## src/rtl/rv32i_types.sv

```systemverilog
// Shared type definitions for the rv32i core: arbiter FSM states, PC mux
// encodings and default memory-interface widths.
package rv32i_types;

    localparam int unsigned LINE_W_DFLT = 256;
    localparam int unsigned ADDR_W_DFLT = 32;

    typedef enum logic [1:0] {
        IDLE    = 2'd0,
        SERVE_I = 2'd1,
        SERVE_D = 2'd2,
        DONE    = 2'd3
    } arb_state_t;

    typedef enum logic [1:0] {
        PCMUX_PC_PLUS4 = 2'd0,
        PCMUX_ALU_OUT  = 2'd1,
        PCMUX_ALU_MOD2 = 2'd2
    } pcmux_sel_t;

endpackage

```

## src/rtl/mem_arbiter.sv

```systemverilog
// Round-robin arbiter that shares one physical-memory port between the
// instruction-cache fill path and the data-cache fill/writeback path.
module mem_arbiter
    import rv32i_types::*;
#(
    parameter int unsigned LINE_W = LINE_W_DFLT,
    parameter int unsigned ADDR_W = ADDR_W_DFLT
) (
    input  logic              clk,
    input  logic              rst,

    input  logic              i_read,
    input  logic [ADDR_W-1:0] i_addr,
    output logic [LINE_W-1:0] i_rdata,
    output logic              i_resp,

    input  logic              d_read,
    input  logic              d_write,
    input  logic [ADDR_W-1:0] d_addr,
    input  logic [LINE_W-1:0] d_wdata,
    output logic [LINE_W-1:0] d_rdata,
    output logic              d_resp,

    output logic              pmem_read,
    output logic              pmem_write,
    output logic [ADDR_W-1:0] pmem_addr,
    output logic [LINE_W-1:0] pmem_wdata,
    input  logic [LINE_W-1:0] pmem_rdata,
    input  logic              pmem_resp
);

    arb_state_t        state, state_n;
    logic              last_d;
    logic              grant_i, grant_d;
    logic              lat_write;
    logic [ADDR_W-1:0] lat_addr;
    logic [LINE_W-1:0] lat_wdata;
    logic              d_pend;

    assign d_pend = d_read | d_write;

    // Next-state and grant decision; ties go to whoever was not served last.
    always_comb begin
        state_n = state;
        grant_i = 1'b0;
        grant_d = 1'b0;
        unique case (state)
            IDLE: begin
                if (i_read && d_pend) begin
                    grant_i = last_d;
                    grant_d = ~last_d;
                end else begin
                    grant_i = i_read;
                    grant_d = d_pend;
                end
                if (grant_i)      state_n = SERVE_I;
                else if (grant_d) state_n = SERVE_D;
            end
            SERVE_I: if (pmem_resp) state_n = DONE;
            SERVE_D: if (pmem_resp) state_n = DONE;
            DONE:    state_n = IDLE;
            default: state_n = IDLE;
        endcase
    end

    // State, round-robin history and transaction latches.
    always_ff @(posedge clk) begin
        if (rst) begin
            state     <= IDLE;
            last_d    <= 1'b0;
            lat_write <= 1'b0;
            lat_addr  <= '0;
            lat_wdata <= '0;
        end else begin
            state <= state_n;
            if (grant_i) begin
                lat_write <= 1'b0;
                lat_addr  <= i_addr;
                lat_wdata <= '0;
            end else if (grant_d) begin
                lat_write <= d_write;
                lat_addr  <= d_addr;
                lat_wdata <= d_wdata;
            end
            if (pmem_resp && state == SERVE_I) last_d <= 1'b0;
            if (pmem_resp && state == SERVE_D) last_d <= 1'b1;
        end
    end

    // Memory side is decoded from latched state only; forced quiet while in reset.
    assign pmem_read  = ~rst & ((state == SERVE_I) | ((state == SERVE_D) & ~lat_write));
    assign pmem_write = ~rst & (state == SERVE_D) & lat_write;
    assign pmem_addr  = rst ? '0 : lat_addr;
    assign pmem_wdata = rst ? '0 : lat_wdata;

    assign i_resp  = ~rst & pmem_resp & (state == SERVE_I);
    assign d_resp  = ~rst & pmem_resp & (state == SERVE_D);
    assign i_rdata = i_resp ? pmem_rdata : '0;
    assign d_rdata = d_resp ? pmem_rdata : '0;

endmodule

```

## config.mk

```make
export PLATFORM = sky130hd
export DESIGN_NAME = mem_arbiter
export DESIGN_NICKNAME = d
export VERILOG_FILES = /design/src/rtl/rv32i_types.sv /design/src/rtl/mem_arbiter.sv
export SDC_FILE = /design/constraint.sdc
export NUM_CORES = 1
export LEC_CHECK = 0
export BUFFER_PORTS_ARGS = -buffer_cell sky130_fd_sc_hd__buf_2
export CAP_MARGIN = 20
export CELL_PAD_IN_SITES_DETAIL_PLACEMENT = 1
export CELL_PAD_IN_SITES_GLOBAL_PLACEMENT = 1
export CORE_AREA = 10 10 529 531
export DETAILED_ROUTE_END_ITERATION = 10
export DIE_AREA = 0 0 539 541
export PLACE_DENSITY = 0.33
export SLEW_MARGIN = 40
export SYNTH_ARGS = -nofsm -noshare
export SYNTH_HDL_FRONTEND = slang
export SYNTH_SLANG_ARGS = --single-unit
```

## constraint.sdc

```tcl
create_clock -name clk -period 2.2 [get_ports clk]
set_input_delay 0.44 -clock clk [delete_from_list [all_inputs] [get_ports clk]]
set_output_delay 0.44 -clock clk [all_outputs]
set_load 0.01 [all_outputs]
```

Yosys cells after proc, flatten, opt, wreduce, memory -nomap -nowiden --
Index checks and enable logic that the tools add are counted.
Storage, ports and cells: memories 0, ROM bits 0, RAM bits 0, register bits after elaboration 292, logic and storage cells 49, bits of input ports 582, bits in latches 0, output and inout port bits 804
Cells by class: div/mod/pow operators 0, $add $sub $neg 0, equal/unequal tests 5, bitwise gates (word level) 12, reduce and logical (&&, ||, !) cells 9, shift operators 0, $mul 0, muxes and demuxes 18, order comparisons 0
Operator list (count):
- 256-bit two-way mux | 3
- 32-bit two-way mux | 3
- 1-bit two-way mux | 8
- 1-bit AND | 7
- 2-bit two-way mux | 3
- 2-bit case mux with 3 select lines | 1
- 2-bit == test, second input constant | 2
- 2-bit nonzero test | 2
- 2-bit OR reduction | 2
- 1-bit logical AND | 3
- 3-bit != test, second input constant | 1
- 1-bit inverter | 3
- 2-bit by 1-bit == test with 1-bit output, second input constant | 1
- 2-bit zero test | 1
- 2-bit by 1-bit != test with 1-bit output, second input constant | 1
- 1-bit OR | 2
- 2-bit AND reduction | 1

Longest topological paths before layout --
depth in word-level cells 7, gate-level depth with buffers 8, mapped depth without buffers 5

Worst setup path after synthesis --
No wires, ideal clock.
path kind input-to-output, start input rst, end output d_rdata[100], path slack 285 ps, path buffers 4, arrival 1475 ps, required time 1760 ps, stages 7, path through buf_2 inv_2 and3_1 buf_2 buf_2 clkbuf_1 and2_1
Between the ends: longest elaborated chain between the ends 4
Ends and longest elaborated chain:
- start, declared | line mem_arbiter.sv:10 | input logic rst,
- 1-bit inverter | line mem_arbiter.sv:97 | assign d_resp = ~rst & pmem_resp & (state == SERVE_D);
- 1-bit AND (2 in a row) | line mem_arbiter.sv:97
- 256-bit two-way mux | line mem_arbiter.sv:99 | assign d_rdata = d_resp ? pmem_rdata : '0;
- end, declared | line mem_arbiter.sv:21 | output logic [LINE_W-1:0] d_rdata,
No other way between the ends.

Final worst setup path --
start register state[0], end output d_rdata[62]
Between the ends: longest elaborated chain between the ends 3
Ends and longest elaborated chain:
- start, declared | line mem_arbiter.sv:32 | arb_state_t state, state_n;
- start signal, assigned | line mem_arbiter.sv:75 | state <= state_n;
- 2-bit == test | line mem_arbiter.sv:97
- 1-bit AND | line mem_arbiter.sv:97
- 256-bit two-way mux | line mem_arbiter.sv:99
No other way between the ends.

==> flow_metrics.env <==
export IMPL_slowest_stage="dfxtp_4"
export IMPL_drt_initial_drc_count=1291
export IMPL_yosysWarnings=0
export IMPL_failed_checks="setup timing"
export IMPL_period_share=1.22
export IMPL_cts_buffer_depth=3
export IMPL_r2r_start="state[0]"
export IMPL_syn_area_per_cell_um2=7.36
export IMPL_rows=191
export IMPL_hold_violations=0
export IMPL_critPathMaxStageDelay_ps=370
export IMPL_clock_sinks=292
export IMPL_cts_buffers=47
export IMPL_p_clk_frac=0.272
export IMPL_setup_viol=516
export IMPL_drt_pass1_iter_count=5
export IMPL_wl_per_cell_um=31.9
export IMPL_power_share_switching=0.427
export IMPL_cp_data_arrival_time_ps=2250
export IMPL_relSlewSlack=0.607
export IMPL_synth_common_cells="and2_1 (512), dfxtp_1 (292), nand3_1 (288), nor2b_1 (288), a21oi_1 (258)"
export IMPL_ys_top_cells_by_area="dfxtp_1 (35%), and2_1 (19%), nor2b_1 (11%)"
export IMPL_final_nets=4386
export IMPL_skew_ps=37.6
export IMPL_die_w_um=539
export IMPL_core_um2=270000
export IMPL_p_seq_frac=0.247
export IMPL_vias=24600
export IMPL_r2r_cells=8
export IMPL_tightest_slew_ps=589
export IMPL_required_ps=1760
export IMPL_htreeDepth=2
export IMPL_fillers=32400
export IMPL_vias_per_cell=3.29
export IMPL_yosys_area_top_type_share=0.347
export IMPL_syn_num_nets=2873
export IMPL_hold_path_class="input port to flop"
export IMPL_worstPathCellList="inv_4 > ha_4 > and3_4 > buf_4 > buf_12 > buf_16 > buf_6 > and2_4 > buf_6"
export IMPL_drv_cap=0
export IMPL_synth_largest_area_cell="dfxtp_1"
export IMPL_synthCells=2287
export IMPL_whs_ps=70.0
export IMPL_ys_types=35
export IMPL_dieArea_um2=292000
export IMPL_path_max_fanout=6
export IMPL_syn2layout_area_growth_pct=104
export IMPL_grt_pass1_wl_mm=293
export IMPL_antenna_found_initial=234
export IMPL_io_pins=1386
export IMPL_powerDensity_nw_per_um2=854
export IMPL_multi_input_area_um2=10200
export IMPL_placed_cell_area_um2=28700
export IMPL_synth_edf_count=0
export IMPL_peakVddDrop_mv=0.538
export IMPL_routed_wl_mm=239
export IMPL_netlist_area_um2=16800
export IMPL_fin_ws_ps=-491
export IMPL_cts_clk_slew_worst_paths_ps=60
export IMPL_endpoint_kind="primary output"
export IMPL_p_leak_nw=15.4
export IMPL_p_switching_w=0.0125
export IMPL_grt_setup_unrepaired="true"
export IMPL_cts_tree="yes"
export IMPL_hold_depth=3
export IMPL_insertion_delay_ps=670
export IMPL_root_buffer="clkbuf_16"
export IMPL_crit_type="flop to primary output"
export IMPL_seqCellArea_um2=5850
export IMPL_track_usage=0.153
export IMPL_internal_power_w=0.0168
export IMPL_overflow=0
export IMPL_drive_above_1_share=0.458
export IMPL_cp_start_kind="flop"
export IMPL_ant_nets=0
export IMPL_die_height_um=541
export IMPL_numPortBuffers=1385
export IMPL_ys_seq_area_frac=0.347
export IMPL_worstSetupStartpoint="state[0]"
export IMPL_cp_common_cell="buf_6"
export IMPL_grt_max_degree=84
export IMPL_synthMostInstantiatedCell="and2_1"
export IMPL_drc=0
export IMPL_ys_seq_elements=292
export IMPL_fmax_mhz=372
export IMPL_hpwl_mm=204
export IMPL_report_final_slew_viol_count=0
export IMPL_async_flop_share=0
export IMPL_combPwrFrac=0.481
export IMPL_initial_core_util=0.0624
export IMPL_min_period_ps=2690
export IMPL_grt_pass1_vias=25200
export IMPL_gp_congestion=0.876
export IMPL_min_from="d_wdata[64]"
export IMPL_status="complete, but fails checks"
export IMPL_synthFlopType="dfxtp_1"
export IMPL_stdcell_area_um2=34400
critical path: cells and delay by family (launching register included):
family | cells | cell delay [ps]
adders and majority gates | 1 | 150
buffers and inverters | 6 | 710
DFF | 1 | 370
and+or+nand+nor | 2 | 350
power groups by stage:
stage | logic, W | clock network (W) | registers, W
after floorplan | 0.00641 | 0 | 0.00709
after global placement | 0.0132 | 0 | 0.00728
after detailed placement | 0.0133 | 0 | 0.00732
after CTS | 0.0140 | 0.00841 | 0.00724
after global routing | 0.0154 | 0.00851 | 0.00743
final | 0.0141 | 0.00798 | 0.00725
through the flow:
step | utilization | setup WS, ps | power [W] | instances | setup TNS (ps)
after global routing | 0.127 | -589 | 0.0313 | 7463 | -269830
after detailed placement | 0.107 | -136 | 0.0206 | 7102 | -17450
after global placement | 0.107 | -151 | 0.0205 | 7102 | -19170
final | 0.128 | -491 | 0.0294 | 7499 | -210930
after CTS | 0.122 | -640 | 0.0296 | 7372 | -275770
after floorplan | - | 285 | 0.0135 | 2287 | 0
area by class of cell:
type,instances,share of cell area
diodes,96,0.00698
clock buffers,65,0.0385
clock inverters,17,0.00793
inverters,6,0.000800
multi-input cells,1728,0.296
flip-flops and latches,292,0.170
well taps,3570,0.130
repair buffers,1725,0.350
sequential cells by signal (all words and copies together), names as in the netlist:
signal	flops
last_d	1
lat_addr	32
lat_wdata	256
lat_write	1
state	2
placed cells by master (no fill, tap or decap), drive strengths merged:
cell	Yosys	layout
nand2	4	4
nand3	288	288
a211oi	1	1
o21ai	289	289
clkinvlp	0	2
a221oi	1	1
a21oi	258	258
a21o	1	1
o32ai	1	1
a31o	1	1
clkinv	0	11
clkbuf	165	82
bufinv	0	4
a311oi	32	32
diode	0	96
a21boi	1	1
dfxtp	292	292
a22oi	1	1
or2	2	2
inv	6	6
nor2	3	3
a21bo	1	1
nor2b	288	288
dlygate4sd3	0	166
and2	512	512
mux2i	1	1
and3	4	4
a2111oi	1	1
mux2	1	1
ha	4	4
nor3	32	32
buf	96	1542
o21ba	1	1
repair_timing:
| item | CTS | global route |
|---|---|---|
| pin swaps | 2 | 15 |
| resized for setup | 127 | 267 |
| endpoints found under the setup margin | 517 | 518 |
| buffers inserted | 14 | 13 |
| cloned | 9 | 22 |
| hold buffers | 166 | 0 |
| endpoints found under the hold margin | 166 | 0 |
per-layer routing:
metal  part of all wire  global-route usage
met1               0.36               0.159
met2               0.52               0.287
met3              0.087              0.0557
met4              0.039              0.0427
met5             0.0015                   0
logic make-up (layout without fill, tap and decap cells):
kind of cell	Yosys count	count (layout)	synth area share
buffers and inverters	267	1813	0.0672
DFF	292	292	0.347
AOI/OAI and AO/OA	589	589	0.185
muxes	2	2	0.00126
adders and majority gates	4	4	0.00297
other	0	96	0
and+or+nand+nor	1133	1133	0.396
final timing paths:
check | endpoint | slack [ps]
worst max-delay path | d_rdata[62] | -490
worst min-delay path | lat_wdata[64] | 70
worst max register to register | lat_wdata[237] | 40
worst min register to register | lat_wdata[142] | 470
(Power assumes the default switching activity.)
